===== src/rtl/key_entry_pkg.sv =====
// Shared types and widths for the key_entry block.
//   DATA_W  : operand switch / latched data width
//   COUNT_W : accepted-entry counter width
//   state_e : key entry FSM states
package key_entry_pkg;

    localparam int unsigned DATA_W  = 3;
    localparam int unsigned COUNT_W = 4;

    typedef enum logic [1:0] {
        IDLE       = 2'd0,
        PRESS_DB   = 2'd1,
        HELD       = 2'd2,
        RELEASE_DB = 2'd3
    } state_e;

endpackage


===== src/rtl/key_entry_if.sv =====
// Pushbutton / operand entry interface.
//   key_n  : raw active-low pushbutton (asynchronous, bouncing)
//   sw     : raw operand switches (asynchronous)
//   data   : operand latched at the most recent accepted entry
//   strobe : one-cycle pulse per accepted entry, data valid with it
//   count  : accepted entries modulo 16
//   busy   : entry FSM not idle
// master drives the raw inputs and observes results; slave is the block.
interface key_entry_if;
    import key_entry_pkg::*;

    logic               key_n;
    logic [DATA_W-1:0]  sw;
    logic [DATA_W-1:0]  data;
    logic               strobe;
    logic [COUNT_W-1:0] count;
    logic               busy;

    modport master (
        output key_n,
        output sw,
        input  data,
        input  strobe,
        input  count,
        input  busy
    );

    modport slave (
        input  key_n,
        input  sw,
        output data,
        output strobe,
        output count,
        output busy
    );

endinterface


===== src/rtl/key_entry_sync2.sv =====
// Two-flop synchronizer for asynchronous inputs.
//   clk, rst_n : clock and asynchronous active-low reset
//   d_i        : asynchronous input
//   q_o        : synchronized output (two clk cycles of latency)
// RST_VAL sets the reset level of both stages.
module sync2 #(
    parameter int unsigned      WIDTH   = 1,
    parameter logic [WIDTH-1:0] RST_VAL = '0
) (
    input  logic             clk,
    input  logic             rst_n,
    input  logic [WIDTH-1:0] d_i,
    output logic [WIDTH-1:0] q_o
);

    logic [WIDTH-1:0] meta_q;
    logic [WIDTH-1:0] sync_q;

    always_ff @(posedge clk or negedge rst_n) begin
        if (!rst_n) begin
            meta_q <= RST_VAL;
            sync_q <= RST_VAL;
        end else begin
            meta_q <= d_i;
            sync_q <= meta_q;
        end
    end

    assign q_o = sync_q;

endmodule


===== src/rtl/key_entry.sv =====
// Debounced pushbutton operand entry.
//   Clock  : system clock
//   Resetn : asynchronous active-low reset
//   bus    : key_entry_if.slave (key_n, sw in; data, strobe, count, busy out)
// A press is accepted after DEBOUNCE_CYCLES stable pressed cycles; the
// switches are latched into data with a one-cycle strobe and count
// increments. Release is debounced the same way.
// Optional build macro KEY_ENTRY_REPEAT_EN: while the key stays held, a new
// entry is generated every REPEAT_CYCLES cycles after the previous strobe.
module key_entry
    import key_entry_pkg::*;
#(
    parameter int unsigned DEBOUNCE_CYCLES = 4,
    parameter int unsigned REPEAT_CYCLES   = 16
) (
    input  logic        Clock,
    input  logic        Resetn,
    key_entry_if.slave  bus
);

    localparam int unsigned DB_W = $clog2(DEBOUNCE_CYCLES);
    localparam logic [DB_W-1:0] DB_LAST = DB_W'(DEBOUNCE_CYCLES - 1);

    // Elaboration-time parameter range checks.
    if ((DEBOUNCE_CYCLES < 2) || (DEBOUNCE_CYCLES > 255)) begin : g_db_range_err
        $error("key_entry: DEBOUNCE_CYCLES must be in 2..255");
    end
    if ((REPEAT_CYCLES < 2) || (REPEAT_CYCLES > 65535)) begin : g_rep_range_err
        $error("key_entry: REPEAT_CYCLES must be in 2..65535");
    end

    logic              key_sync;
    logic [DATA_W-1:0] sw_sync;
    logic              pressed;

    sync2 #(.WIDTH(1), .RST_VAL(1'b1)) u_key_sync (
        .clk   (Clock),
        .rst_n (Resetn),
        .d_i   (bus.key_n),
        .q_o   (key_sync)
    );

    sync2 #(.WIDTH(DATA_W), .RST_VAL('0)) u_sw_sync (
        .clk   (Clock),
        .rst_n (Resetn),
        .d_i   (bus.sw),
        .q_o   (sw_sync)
    );

    assign pressed = ~key_sync;

    state_e             state_q,  state_d;
    logic [DB_W-1:0]    db_cnt_q, db_cnt_d;
    logic [DATA_W-1:0]  data_q,   data_d;
    logic               strobe_q, strobe_d;
    logic [COUNT_W-1:0] count_q,  count_d;
    logic               busy_q,   busy_d;

`ifdef KEY_ENTRY_REPEAT_EN
    localparam int unsigned REP_W = $clog2(REPEAT_CYCLES);
    localparam logic [REP_W-1:0] REP_LAST = REP_W'(REPEAT_CYCLES - 1);

    logic [REP_W-1:0] rep_cnt_q, rep_cnt_d;
`endif

    // Next state and registered outputs. The debounce counter defaults to
    // zero and only advances while staying in a debounce state, so every
    // state entry starts it from zero.
    always_comb begin
        state_d  = state_q;
        db_cnt_d = '0;
        data_d   = data_q;
        strobe_d = 1'b0;
        count_d  = count_q;
`ifdef KEY_ENTRY_REPEAT_EN
        rep_cnt_d = '0;
`endif

        unique case (state_q)
            IDLE: begin
                if (pressed) begin
                    state_d = PRESS_DB;
                end
            end

            PRESS_DB: begin
                if (!pressed) begin
                    state_d = IDLE;
                end else if (db_cnt_q == DB_LAST) begin
                    state_d  = HELD;
                    strobe_d = 1'b1;
                    data_d   = sw_sync;
                    count_d  = count_q + COUNT_W'(1);
                end else begin
                    db_cnt_d = db_cnt_q + DB_W'(1);
                end
            end

            HELD: begin
                if (!pressed) begin
                    state_d = RELEASE_DB;
                end
`ifdef KEY_ENTRY_REPEAT_EN
                // Repeat period is measured from the previous strobe.
                else if (rep_cnt_q == REP_LAST) begin
                    strobe_d = 1'b1;
                    data_d   = sw_sync;
                    count_d  = count_q + COUNT_W'(1);
                end else begin
                    rep_cnt_d = rep_cnt_q + REP_W'(1);
                end
`endif
            end

            RELEASE_DB: begin
                if (pressed) begin
                    state_d = HELD;
                end else if (db_cnt_q == DB_LAST) begin
                    state_d = IDLE;
                end else begin
                    db_cnt_d = db_cnt_q + DB_W'(1);
                end
            end

            default: begin
                state_d = IDLE;
            end
        endcase

        busy_d = (state_d != IDLE);
    end

    // State and output registers.
    always_ff @(posedge Clock or negedge Resetn) begin
        if (!Resetn) begin
            state_q  <= IDLE;
            db_cnt_q <= '0;
            data_q   <= '0;
            strobe_q <= 1'b0;
            count_q  <= '0;
            busy_q   <= 1'b0;
        end else begin
            state_q  <= state_d;
            db_cnt_q <= db_cnt_d;
            data_q   <= data_d;
            strobe_q <= strobe_d;
            count_q  <= count_d;
            busy_q   <= busy_d;
        end
    end

`ifdef KEY_ENTRY_REPEAT_EN
    always_ff @(posedge Clock or negedge Resetn) begin
        if (!Resetn) begin
            rep_cnt_q <= '0;
        end else begin
            rep_cnt_q <= rep_cnt_d;
        end
    end
`endif

    assign bus.data   = data_q;
    assign bus.strobe = strobe_q;
    assign bus.count  = count_q;
    assign bus.busy   = busy_q;

endmodule


===== src/flat_wrapper.sv =====
// flat-port wrapper written by rule: the top's interface ports become plain ports
module key_entry_flat import key_entry_pkg::*;
#(
    parameter int unsigned DEBOUNCE_CYCLES = 4,
    parameter int unsigned REPEAT_CYCLES   = 16
)
  (Clock, Resetn, bus_key_n, bus_sw, bus_data, bus_strobe, bus_count, bus_busy);
  key_entry_if bus_i ();
  input  logic Clock;
  input  logic Resetn;
  input wire logic [$bits(bus_i.key_n)-1:0] bus_key_n;
  input wire logic [$bits(bus_i.sw)-1:0] bus_sw;
  output wire logic [$bits(bus_i.data)-1:0] bus_data;
  output wire logic [$bits(bus_i.strobe)-1:0] bus_strobe;
  output wire logic [$bits(bus_i.count)-1:0] bus_count;
  output wire logic [$bits(bus_i.busy)-1:0] bus_busy;
  assign bus_i.key_n = bus_key_n;
  assign bus_i.sw = bus_sw;
  assign bus_data = bus_i.data;
  assign bus_strobe = bus_i.strobe;
  assign bus_count = bus_i.count;
  assign bus_busy = bus_i.busy;
  key_entry #(.DEBOUNCE_CYCLES(DEBOUNCE_CYCLES), .REPEAT_CYCLES(REPEAT_CYCLES)) u_core (.Clock(Clock), .Resetn(Resetn), .bus(bus_i));
endmodule

===== config.mk =====
export PLATFORM = sky130hd
export DESIGN_NAME = key_entry_flat
export DESIGN_NICKNAME = d
export VERILOG_FILES = /design/src/rtl/key_entry_pkg.sv /design/src/rtl/key_entry_if.sv /design/src/rtl/key_entry_sync2.sv /design/src/rtl/key_entry.sv /design/src/flat_wrapper.sv
export SDC_FILE = /design/constraint.sdc
export NUM_CORES = 1
export LEC_CHECK = 0
export ABC_AREA = 1
export BUFFER_PORTS_ARGS = -buffer_cell sky130_fd_sc_hd__buf_2
export CAP_MARGIN = 20
export CORE_UTILIZATION = 50
export DETAILED_ROUTE_END_ITERATION = 8
export PLACE_DENSITY = 0.74
export SYNTH_ARGS = -nofsm -noshare
export SYNTH_HDL_FRONTEND = slang
export SYNTH_SLANG_ARGS = --single-unit

===== constraint.sdc =====
create_clock -name Clock -period 1.3 [get_ports Clock]
set_input_delay 0 -clock Clock [delete_from_list [all_inputs] [get_ports Clock]]
set_output_delay 0 -clock Clock [all_outputs]
set_load 0.1 [all_outputs]

# [Word level (Yosys, flattened, before mapping)]
# Cells that the tools add are included.
[word_totals] regBits=21 in_bits=6 out_inout_bits=9 wordCells=34
[classes] n_addsub=2 eq_ne=4 muxes=14 bitwise_logic=1 n_reduce_logical=3
[op_table] op="2-bit 2-to-1 mux" n=9
[op_table] op="2-bit case mux with 4 select lines" n=1
[op_table] op="2-bit == test, second input constant" n=3
[op_table] op="4-bit by 1-bit adder with 4-bit output, second input constant" n=1
[op_table] op="2-bit case mux with 2 select lines" n=1
[op_table] op="1-bit 2-to-1 mux" n=3
[op_table] op="3-bit AND reduction" n=1
[op_table] op="2-bit by 1-bit adder with 2-bit output, second input constant" n=1
[op_table] op="2-bit by 1-bit == test with 1-bit output, second input constant" n=1
[op_table] op="2-bit zero test" n=1
[op_table] op="2-bit nonzero test" n=1
[op_table] op="1-bit NOT" n=1

# [Depth between registers and ports, before layout]
# Gate-level depths: netlist of run 1.
[depth] depth_word=5 depth_mapped=7 mapped_depth_nobuf=7

# [Cells and area by module]
# Synthesis of run 1 repeated with hierarchy kept, for this count alone.
[hier_totals] hier_cells=63 area_unflattened_um2=745.7
[by_module_without_submodules] mod="key_entry" n_inst=1 cells_per_inst=55 area_each_um2=543.0 seq_area_each_um2=325.3
[by_module_without_submodules] mod="sync2 at u_core.u_sw_sync" n_inst=1 cells_per_inst=6 area_each_um2=150.1 seq_area_each_um2=150.1
[by_module_without_submodules] mod="sync2 at u_core.u_key_sync" n_inst=1 cells_per_inst=2 area_each_um2=52.6 seq_area_each_um2=52.6

# [Least setup slack after synthesis of run 1]
# Ideal clock, no wire load.
[synth_timing] kind="register -> register" from="register u_core.count_q[0], in the netlist u_core.bus.count[0]" to="register u_core.count_q[2], in the netlist u_core.bus.count[2]" setup_ps=125 arrival_ps=1429 required_time_ps=1175 slack_ps=-255 path_stages_with_launch=4 synth_period_minus_slack_ps=1555 path_cell_list="dfrtp_1 -> ha_1 -> xnor2_1 -> o21ai_1"
[synth_between] elab_chain_len=1
[synth_rtl] item="from (decl)" line_no="key_entry.sv:56" rtl="logic [COUNT_W-1:0] count_q, count_d;"
[synth_rtl] item="from (signal assigned)" line_no="key_entry.sv:147" rtl="count_q <= count_d;"
[synth_rtl] item="4-bit by 1-bit adder with 4-bit output" line_no="key_entry.sv:93" rtl="count_d = count_q + COUNT_W'(1);"
# No other way between the ends.
# A chain may end at the register's enable or synchronous reset.

# [Worst setup path after layout of run 1]
[layout_timing] from="register u_core.count_q[1], in the netlist u_core.bus.count[1]" to="output port bus_count[1]"
[layout_lines] item="to (decl)" line_no="flat_wrapper.sv:15" rtl="output wire logic [$bits(bus_i.count)-1:0] bus_count;"
# No word-level cell between the ends.

==> impl_results.md, run 1 <==
- F_max: between 800 and 900 MHz
- IO Count: 15
- Kind of cell adding the most delay to the critical path: buffers and inverters
- DR pass1 iterations: 3
- TNS Setup: 0 ns
- Clk slew on worst S/H paths: roughly 0.11 ns
- Slew Viols, Final: 0
- Period utilization: roughly 90%
- RSZ-0062 raised after global routing: no
- Number of setup violations in the final report: 0
- Mapped Area: 752 um2
- Mapped Nets: 72
- CP required: roughly 1.3 ns
- Final Hold Fails: 0
- Crit Reg-Reg Endpoint: u_core.bus.data[0]
- Ant. Diodes: 0
- Remaining DRCs: 0
- Maximum cell stage delay along the critical path: between 0.4 and 0.5 ns
- Design Area, Final: 922 um2
- Die ar.: approximately 0.0017 mm2
- FP Rows: 13
- Seq/Total Area, Yosys: between 70 and 80%
- Avg Inst Size Synth: 11.7 um2
- IO Port Bufs: 14
- Main combinational cell family by area after synthesis: simple AND/OR/NAND/NOR gates
- Crit-path cells: buf_2
- Routed vias: 477
- Synth warnings: 0
- Worst EP arrival: about 1.1 ns
- CTS Buffer Depth: 2
- Hold crit path type: input port to asynchronous set/reset pin
- Synth cell types: 19
- Worst Path Buf+Inv: 1
- Crit-path max FO: 5
- GRT Util Overall: about 17%
- Fin Hold WS: 0.198 ns
- Critical path launch point type: register
- Fillers: 100
- Worst R2R Start: u_core.db_cnt_q[0]
- Top cells by area, synth: dfrtp_1 63%, nand2_1 10%, dfstp_2 7.0%
- FF/Latch Area: approximately 530 um2
- Resized cells post-CTS: 0
- Critical path type: register to output port
- DP Area: ~850 um2
- CP endpoint kind: output port
- Area delta synth->final: 22.6%
- Run status: finished, final reports clean
- Post-synthesis mux area share: 0%
- Via density: between 4 and 5
- Share of cells above drive strength 1: 32.2%
- Area share of xor/xnor cells in the synthesized design: under 10%
- Cells after DPL: between 90 and 100
- Clock Root Buffer: clkbuf_4
- Wire length of the first global-routing pass: 1.77 mm
- GPL Wtd Cong: approximately 0.77
- Pwr dens: roughly 1900 mW/mm2
- Final non-filler cell total: roughly 100
- Die Ht: approximately 41 um
- Area of the multi-input gates: around 190 um2
- Antenna-violating nets left: 0
- Simple-gate share of the synthesized area: 16.5%
- Initial cell density of the core: between 50% and 60%
- Peak VDD IR: 0.000899 V
- CTS tree: built
- Pin count of the biggest net entering global routing: 22
- Total length of routed wires: 1.14 mm
- Max_cap viols: 0
- Leading area contributor after synthesis: dfrtp_1
- FF-to-FF setup slack: 0.16 ns
- Num Clock Sinks: 21
- Grt total ovfl: 0
- Skew final: about 0.007 ns
- Area share of the largest cell type after synthesis: 63.2%
- Vias in the first global route: between 400 and 500
- Core area: 0.00135 mm2
- Leakage power: approximately 0.0005 uW
- Slew HR: between 60 and 70%
- Flops & latches, synth: 21
- Initial antenna violation count: 0
- Cells on worst reg2reg path: 7
- Slowest CP cell: buf_2
- Hpwl dp: a little over 800 um
- Pwr Total: 1730 uW
- Compound-Gate Fraction of Synth Area: ~2.3%
- Fin nets: 96
- Min cycle time layout: about 1.1 ns
- Htree depth: 1
- Wire length per cell: 11.1 um
- CTS buffer count: 3
- Post-Synth Adder-Cell Area: between 3 and 4%
- Horiz. Die Dim: roughly 41 um
- Starting DRT DRC Count: 2
- Worst skew pair latency: 0.29 ns
- Synth Instances: 64
- Slew @ Worst Pin: between 0.4 and 0.5 ns
synthesized netlist by cell type:
cell type,instances
nand2_1,20
dfrtp_1,19
inv_1,5
dfstp_2,2
ha_1,2
nor3_1,2
xnor2_1,2
a21boi_0,1
inv_2,1
inv_6,1
nand2_4,1
nand3_1,1
nand4_1,1
nor2_1,1
nor2_2,1
o21ai_0,1
o21ai_1,1
or2_2,1
xor2_1,1
cell type report:
type                            count  share of cell area (%)
Timing Repair Buffer               19                    13.0
Clock buffer                        4                    2.85
Multi-Input combinational cell     36                    20.9
Sequential cell                    21                    57.8
Inverter                            7                    3.39
Tap cell                           15                    2.04
worst max path at each step:
stage | startpoint | endpoint | slack [ns] | cells after the start
detailed placement | u_core.db_cnt_q[0] | u_core.bus.data[0] | 0.17 | 7
finish | u_core.bus.count[1] | bus_count[1] | 0.16 | 1
CTS | u_core.bus.count[2] | bus_count[2] | 0.15 | 1
floorplan | u_core.bus.count[0] | u_core.bus.count[2] | 0.06 | 3
global placement | u_core.db_cnt_q[0] | u_core.db_cnt_q[0] | 0.21 | 3
global route | u_core.db_cnt_q[0] | u_core.bus.data[0] | 0.08 | 7
state kept, by name (all words and copies together) (netlist names):
register / flops
u_core.bus.count: 4
u_core.state_q: 2
u_core.db_cnt_q: 2
u_core.u_sw_sync.meta_q: 3
u_core.bus.strobe: 1
u_core.bus.data: 3
u_core.u_key_sync.meta_q: 1
u_core.u_key_sync.q_o: 1
u_core.u_sw_sync.q_o: 3
u_core.bus.busy: 1
power breakdown:
| part | switching (uW) | total, uW | internal (uW) |
|---|---|---|---|
| registers | 71.2 | 839 | 768 |
| logic | 474 | 595 | 120 |
| clock network | 181 | 300 | 119 |
| total | 726 | 1730 | 1010 |
layout by cell type (no fill, tap or decap):
cell type,n
clkbuf_1,1
ha_1,2
o21ai_1,1
inv_1,5
a21boi_0,1
xnor2_1,2
dfstp_2,2
nand2_1,20
clkbuf_4,3
nor2_2,1
or2_2,1
nor2_1,1
xor2_1,1
dlygate4sd3_1,5
dfrtp_1,15
nand2_4,1
inv_6,1
buf_2,14
nand3_1,1
nand4_1,1
o21ai_0,1
nor3_1,2
inv_2,1
dfrtp_2,4
cell families (layout without fill, tap and decap cells):
kind of cell	count (synthesis)	count (layout)
simple gates	28	28
flops	21	21
buf+inv	7	30
compound gates	3	3
xor+xnor	3	3
fa+ha+maj	2	2
metal layers:
layer	vias to the layer above	track usage, %	routed length [um]	share of wire, %
li1	244	-	-	-
met2	13	28.1	554	49
met1	218	20.8	533	47
met5	-	0	0	0
met3	2	4.89	39	3.4
met4	0	10.0	10	0.88
through the flow:
stage	utilization [%]	worst slack (ns)
6_report	68.3	0.159
5_1_grt	68.3	0.0794
4_1_cts	68.3	0.147
3_5_place_dp	62.7	0.168
3_3_place_gp	62.7	0.210
2_1_floorplan	-	0.0647
timing repair:
action / CTS / global route
hold buffers: 5 / 0
setup buffers: 0 / 0
endpoints found under the hold margin: 25 / 0
Power figures use the tool's default switching activity.
==> run 2: changes to the inputs <==
--- a/config.mk
+++ b/config.mk
@@ -6,6 +6,7 @@
 export NUM_CORES = 1
 export LEC_CHECK = 0
 export ABC_AREA = 1
+export ABC_CLOCK_PERIOD_IN_PS = 1300
 export BUFFER_PORTS_ARGS = -buffer_cell sky130_fd_sc_hd__buf_2
 export CAP_MARGIN = 20
 export CORE_UTILIZATION = 50
@@ -13,4 +14,5 @@
 export PLACE_DENSITY = 0.74
 export SYNTH_ARGS = -nofsm -noshare
 export SYNTH_HDL_FRONTEND = slang
+export SYNTH_HIERARCHICAL = 1
 export SYNTH_SLANG_ARGS = --single-unit
==> run 2 against run 1 <==
  * Synthesized area fell by 0.83%
  * Sequential power up 0.6%
  * Global-route usage decreased by 1.5 points
  * Fmax is 0.27% lower
  * Largest cell class unchanged
  * Largest power group unchanged
==> impl_results.md, run 2 <==
- GRT Util Overall: 16.0% (was 17.5%)
- Area share of the largest cell type after synthesis: 63.8% (was 63.2%)
- Clk slew on worst S/H paths: 0.12 ns (was 0.11 ns)
- Top-count cell post-synth: nand2_1 (unchanged)
- Pin count of the biggest net entering global routing: 22 (unchanged)
- Vias in the first global route: 405 (was 435)
- CP endpoint kind: output port (unchanged)
- CTS buffer count: 3 (unchanged)
- Synth warnings: 6 (was 0)
- Crit-path cells: buf_2 (unchanged)
- Fin nets: 95 (was 96)
- Remaining DRCs: 0 (unchanged)
- Slew Viols, Final: 0 (unchanged)
- Run status: finished, final reports clean (unchanged)
- CTS Buffer Depth: 2 (unchanged)
- Wire length per cell: 10.5 um (was 11.1 um)
- IO Port Bufs: 14 (unchanged)
- Worst Path Buf+Inv: 1 (unchanged)
- CTS tree: built (unchanged)
- Htree depth: 1 (unchanged)
- Number of synthesized flops with an enable pin: 0 (unchanged)
- Hpwl dp: 720 um (was 826 um)
- Die ar.: 0.00165 mm2 (was 0.00166 mm2)
- Wire length of the first global-routing pass: 1.61 mm (was 1.77 mm)
- Async set or reset register ratio after synthesis: 100% (unchanged)
- Mapped Nets: 71 (was 72)
- Area delta synth->final: 23.0% (was 22.6%)
- Initial cell density of the core: 55.2% (was 55.7%)
- Skew final: 0.0104 ns (was 0.00682 ns)
- Mapped Area: 746 um2 (was 752 um2)
- Num Clock Sinks: 21 (unchanged)
- Core area: 0.00135 mm2 (unchanged)
- F_max: 874 MHz (was 876 MHz)
- TNS Setup: 0 ns (unchanged)
- Worst EP arrival: 1.14 ns (about the same)
- Synth Instances: 63 (was 64)
- Peak VDD IR: 0.000829 V (was 0.000899 V)
- GPL Wtd Cong: 0.688 (was 0.765)
- Initial antenna violation count: 0 (unchanged)
- Routed vias: 470 (was 477)
- Commonest non-fill, non-tap cell in the layout: nand2_1 (unchanged)
- Via density: 4.65 (was 4.68)
- Max_cap viols: 0 (unchanged)
- Share of cells above drive strength 1: 32.6% (was 32.2%)
- Period utilization: 88.0% (was 87.8%)
- Flops & latches, synth: 21 (unchanged)
- Clock Root Buffer: clkbuf_4 (unchanged)
- Horiz. Die Dim: 40.6 um (was 40.8 um)
- Maximum cell stage delay along the critical path: 0.43 ns (about the same)
- Avg Inst Size Synth: 11.8 um2 (was 11.7 um2)
- Leading area contributor after synthesis: dfrtp_1 (unchanged)
- Number of flip-flops in the largest register: 4 (unchanged)
- Critical path type: register to output port (unchanged)
- IO Count: 15 (unchanged)
- Worst skew pair latency: 0.29 ns (about the same)
- Leakage power: 0.000500 uW (was 0.000502 uW)
- FP Rows: 13 (unchanged)
- Slew @ Worst Pin: 0.484 ns (was 0.488 ns)
- Post-Route Utilization: 67.9% (was 68.3%)
- Most frequent cells after synthesis: 20 x nand2_1, 19 x dfrtp_1, 5 x inv_1 (unchanged)
- Crit-path max FO: 5 (unchanged)
- RSZ-0062 raised after global routing: no (unchanged)
- Kind of cell adding the most delay to the critical path: buffers and inverters (unchanged)
- Cells on worst reg2reg path: 7 (unchanged)
- Antenna-violating nets left: 0 (unchanged)
- CP required: 1.30 ns (about the same)
- DR pass1 iterations: 4 (was 3)
- Synth cell types: 18 (was 19)
- Number of setup violations in the final report: 0 (unchanged)
- Most frequent cells in the layout: 20 x nand2_1, 15 x dfrtp_1, 14 x buf_2 (unchanged)
- Top_reg_cell synth: dfrtp_1 (unchanged)
- Top cells by area, synth: dfrtp_1 64%, nand2_1 10%, dfstp_2 7.0% (was dfrtp_1 63%, nand2_1 10%, dfstp_2 7.0%)
- Slew HR: 67.9% (was 67.7%)
- Die Ht: 40.6 um (was 40.8 um)
- Min cycle time layout: 1.14 ns (about the same)
- Grt total ovfl: 0 (unchanged)
- Hold crit path type: input port to asynchronous set/reset pin (unchanged)
- Critical path launch point type: register (unchanged)
- Pwr dens: 1880 mW/mm2 (about the same)
- Total length of routed wires: 1.06 mm (was 1.14 mm)
- Seq/Total Area, Yosys: 70.8% (was 70.2%)
- WP depth: 1 (unchanged)
- Ant. Diodes: 0 (unchanged)
- Slowest CP cell: buf_2 (unchanged)
- Starting DRT DRC Count: 4 (was 2)
- Final Hold Fails: 0 (unchanged)
run 2: cell count changes after synthesis:
cell,delta
or2_2,-1
run 2: repair_timing:
item	CTS	global route
endpoints found under the hold margin	25	0
hold buffers	5	0
buffers inserted	0	0
gates resized for setup	0	0
run 2: layout make-up:
| type | instances | area, um2 |
|---|---|---|
| clock buffer | 3 | 22.5 |
| clock inverter | 1 | 5.00 |
| fill | 98 | 433 |
| inverter | 7 | 31.3 |
| multi-input combinational | 35 | 186 |
| sequential | 21 | 533 |
| tap | 15 | 18.8 |
| timing repair buffer | 19 | 120 |
run 2: per-stage QoR:
stage	cells	total power, uW	hold WS [ns]	area, um2	setup slack, ns
floorplan	63	1320	-0.296	751	0.0625
global placement	92	1420	-0.0360	840	0.224
detailed placement	92	1440	-0.0311	840	0.200
CTS	101	1740	0.174	917	0.141
global route	101	1830	0.202	917	0.0891
finish	101	1730	0.163	917	0.156
run 2: kinds of logic (layout without fill, tap and decap cells):
kind of cell	after synthesis	after routing	share of synthesized area [%]
AO/OA/AOI/OAI	3	3	2.35
XOR/XNOR	3	3	3.52
adder cells (fa/ha/maj)	2	2	3.36
buffers and inverters	7	30	4.19
flip-flops	21	21	70.8
AND/OR/NAND/NOR	27	27	15.8
run 2: report_power, final:
group / internal (uW) / switching, uW / total, uW
clock network: 114 / 181 / 295
logic: 113 / 473 / 587
registers: 770 / 73.7 / 844
run 2: path summary, 6_finish.rpt:
path,startpoint,end,slack (ns)
hold reg to reg,u_core/u_sw_sync/meta_q[2],u_core/u_sw_sync/q_o[2],0.36
hold / removal,Resetn,u_core/u_sw_sync/q_o[2],0.16
setup / recovery,u_core/bus.count[1],bus_count[1],0.16
setup reg to reg,u_core/db_cnt_q[0],u_core/bus.count[3],0.20
min in group Clock,bus_sw[2],u_core/u_sw_sync/meta_q[2],0.33
max in group asynchronous,Resetn,u_core/u_key_sync/q_o,0.79
run 2: per-layer routing:
layer	GRT usage (%)	vias to the layer above	share of wire (%)
met5	0	-	0
met4	10.0	0	1.1
met3	4.89	2	3.1
met2	27.4	11	48
met1	17.1	218	48
li1	-	239	-
run 2: worst register-to-register path, delay by kind of cell (launching register included):
family	cells	cell delay (ns)
buf+inv	2	0.11
simple gates	4	0.31
flops	1	0.39
fa+ha+maj	1	0.19
==> run 3: changes to the inputs <==
--- a/config.mk
+++ b/config.mk
@@ -9,9 +9,11 @@
 export ABC_CLOCK_PERIOD_IN_PS = 1300
 export BUFFER_PORTS_ARGS = -buffer_cell sky130_fd_sc_hd__buf_2
 export CAP_MARGIN = 20
-export CORE_UTILIZATION = 50
+export CELL_PAD_IN_SITES_DETAIL_PLACEMENT = 0
+export CELL_PAD_IN_SITES_GLOBAL_PLACEMENT = 1
+export CORE_UTILIZATION = 40
 export DETAILED_ROUTE_END_ITERATION = 8
-export PLACE_DENSITY = 0.74
+export PLACE_DENSITY_LB_ADDON = 0.1
 export SYNTH_ARGS = -nofsm -noshare
 export SYNTH_HDL_FRONTEND = slang
 export SYNTH_HIERARCHICAL = 1
==> run 3 against run 2 <==
  * Utilization shrank 15 points
  * Wire length grew 6.2%
  * Fmax shrank 2.2%
  * Setup slack lost 0.026 ns
==> impl_results.md, run 3 (same netlist as run 2, synthesis figures left out) <==
- Run status: finished, final reports clean (unchanged)
- Slowest CP cell: buf_2 (unchanged)
- Hpwl dp: 717 um (was 720 um)
- Remaining DRCs: 0 (unchanged)
- Clk slew on worst S/H paths: 0.11 ns (was 0.12 ns)
- Hold crit path type: input port to asynchronous set/reset pin (unchanged)
- Fin nets: 95 (unchanged)
- Ant. Diodes: 0 (unchanged)
- CP endpoint kind: output port (unchanged)
- Wire length per cell: 10.1 um (was 10.5 um)
- Leakage power: 0.000500 uW (unchanged)
- IO Port Bufs: 14 (unchanged)
- Area delta synth->final: 24.7% (was 23.0%)
- Crit-path cells: buf_2 (unchanged)
- Critical path type: register to output port (unchanged)
- Core area: 0.00175 mm2 (was 0.00135 mm2)
- Die Ht: 45.2 um (was 40.6 um)
- Vias in the first global route: 389 (was 405)
- Worst R2R Start: u_core/db_cnt_q[0] (unchanged)
- Min cycle time layout: 1.17 ns (was 1.14 ns)
- RSZ-0062 raised after global routing: no (unchanged)
- Most frequent cells in the layout: 20 x nand2_1, 15 x dfrtp_1, 14 x buf_2 (unchanged)
- FP Rows: 15 (was 13)
- Kind of cell adding the most delay to the critical path: buffers and inverters (unchanged)
- Via density: 4.34 (was 4.65)
- CTS buffer count: 3 (unchanged)
- GPL Wtd Cong: 0.666 (was 0.688)
- Period utilization: 90.0% (was 88.0%)
- Routed vias: 482 (was 470)
- CP required: 1.30 ns (about the same)
- Clock Root Buffer: clkbuf_4 (unchanged)
- Wire length of the first global-routing pass: 1.84 mm (was 1.61 mm)
- Resized cells post-CTS: 0 (unchanged)
- Die ar.: 0.00204 mm2 (was 0.00165 mm2)
- Number of setup violations in the final report: 0 (unchanged)
- Grt total ovfl: 0 (unchanged)
- Worst skew pair latency: 0.31 ns (was 0.29 ns)
- Pwr Total: 1740 uW (was 1730 uW)
- Num Clock Sinks: 21 (unchanged)
- Cells on worst reg2reg path: 7 (unchanged)
- Critical path launch point type: register (unchanged)
- GRT Util Overall: 13.8% (was 16.0%)
- Pin count of the biggest net entering global routing: 22 (unchanged)
- Critical path endpoint: bus_count[0] (was bus_count[1])
- Final non-filler cell total: 111 (was 101)
- Initial antenna violation count: 0 (unchanged)
- Share of cells above drive strength 1: 32.6% (unchanged)
- WP depth: 1 (unchanged)
- Worst EP arrival: 1.17 ns (was 1.14 ns)
- Worst Path Buf+Inv: 1 (unchanged)
- Initial cell density of the core: 42.7% (was 55.2%)
- Cells after DPL: 102 (was 92)
- Horiz. Die Dim: 45.2 um (was 40.6 um)
- Fillers: 162 (was 98)
- Slew HR: 67.7% (was 67.9%)
- Pwr dens: 1870 mW/mm2 (was 1880 mW/mm2)
- CTS tree: built (unchanged)
- Starting DRT DRC Count: 1 (was 4)
- FF-to-FF setup slack: 0.18 ns (was 0.20 ns)
- Critical path launch point: u_core/bus.count[0] (was u_core/bus.count[1])
- Crit Reg-Reg Endpoint: u_core/bus.count[3] (unchanged)
- F_max: 854 MHz (was 874 MHz)
- IO Count: 15 (unchanged)
- Peak VDD IR: 0.00103 V (was 0.000829 V)
- Commonest non-fill, non-tap cell in the layout: nand2_1 (unchanged)
- Number of flip-flops in the largest register: 4 (unchanged)
- TNS Setup: 0 ns (unchanged)
- Antenna-violating nets left: 0 (unchanged)
- Skew final: 0.00316 ns (was 0.0104 ns)
- CTS Buffer Depth: 2 (unchanged)
- Htree depth: 1 (unchanged)
- DR pass1 iterations: 3 (was 4)
- Slew @ Worst Pin: 0.487 ns (was 0.484 ns)
- Total length of routed wires: 1.12 mm (was 1.06 mm)
- Maximum cell stage delay along the critical path: 0.44 ns (was 0.43 ns)
- Max_cap viols: 0 (unchanged)
- Final Hold Fails: 0 (unchanged)
- Slew Viols, Final: 0 (unchanged)
- Crit-path max FO: 5 (unchanged)
[run 3: cell counts in the layout (fill, tap and decap cells not counted)]
Identical to the previous run, type by type.
[run 3: repair_timing]
action	4_1_cts	5_1_grt
setup buffers	0	0
hold endpoints to repair	25	0
hold buffers	5	0
[run 3: layout make-up]
| class | count | area (um2) | area share, % |
|---|---|---|---|
| inverter | 7 | 31.3 | 3.36 |
| multi-input combinational | 35 | 186 | 20.1 |
| clock buffer | 3 | 22.5 | 2.42 |
| tap | 25 | 31.3 | 3.36 |
| sequential | 21 | 533 | 57.3 |
| timing repair buffer | 19 | 120 | 12.9 |
| clock inverter | 1 | 5.00 | 0.538 |
[run 3: power breakdown]
part	internal (uW)	switching [uW]
clock	115	199
combinational	113	471
sequential	770	73.8
[run 3: layer usage]
metal | up-vias | track usage, % | wire length (um)
li1 | 240 | - | -
met1 | 223 | 18.5 | 537
met2 | 14 | 17.7 | 486
met3 | 5 | 3.60 | 55
met4 | 0 | 12.7 | 42
met5 | - | 0 | 0
[run 3: how the worst min path moves through the flow]
stage	from	end	slack, ns	depth (start not counted)
6_report	Resetn	u_core/bus.strobe	0.16	2
5_1_grt	Resetn	u_core/bus.strobe	0.20	2
3_3_place_gp	Resetn	u_core/bus.busy	-0.03	1
2_1_floorplan	Resetn	u_core/bus.busy	-0.30	0
4_1_cts	Resetn	u_core/bus.strobe	0.15	2
3_5_place_dp	Resetn	u_core/bus.busy	-0.03	1
[run 3: metrics by stage]
stage | util [%] | setup slack (ns) | hold slack [ns] | area [um2]
2_1_floorplan | - | 0.0625 | -0.296 | 751
3_3_place_gp | 48.8 | 0.198 | -0.0289 | 852
3_5_place_dp | 48.8 | 0.182 | -0.0278 | 852
4_1_cts | 53.3 | 0.104 | 0.152 | 930
5_1_grt | 53.3 | 0.0781 | 0.198 | 930
6_report | 53.3 | 0.129 | 0.159 | 930
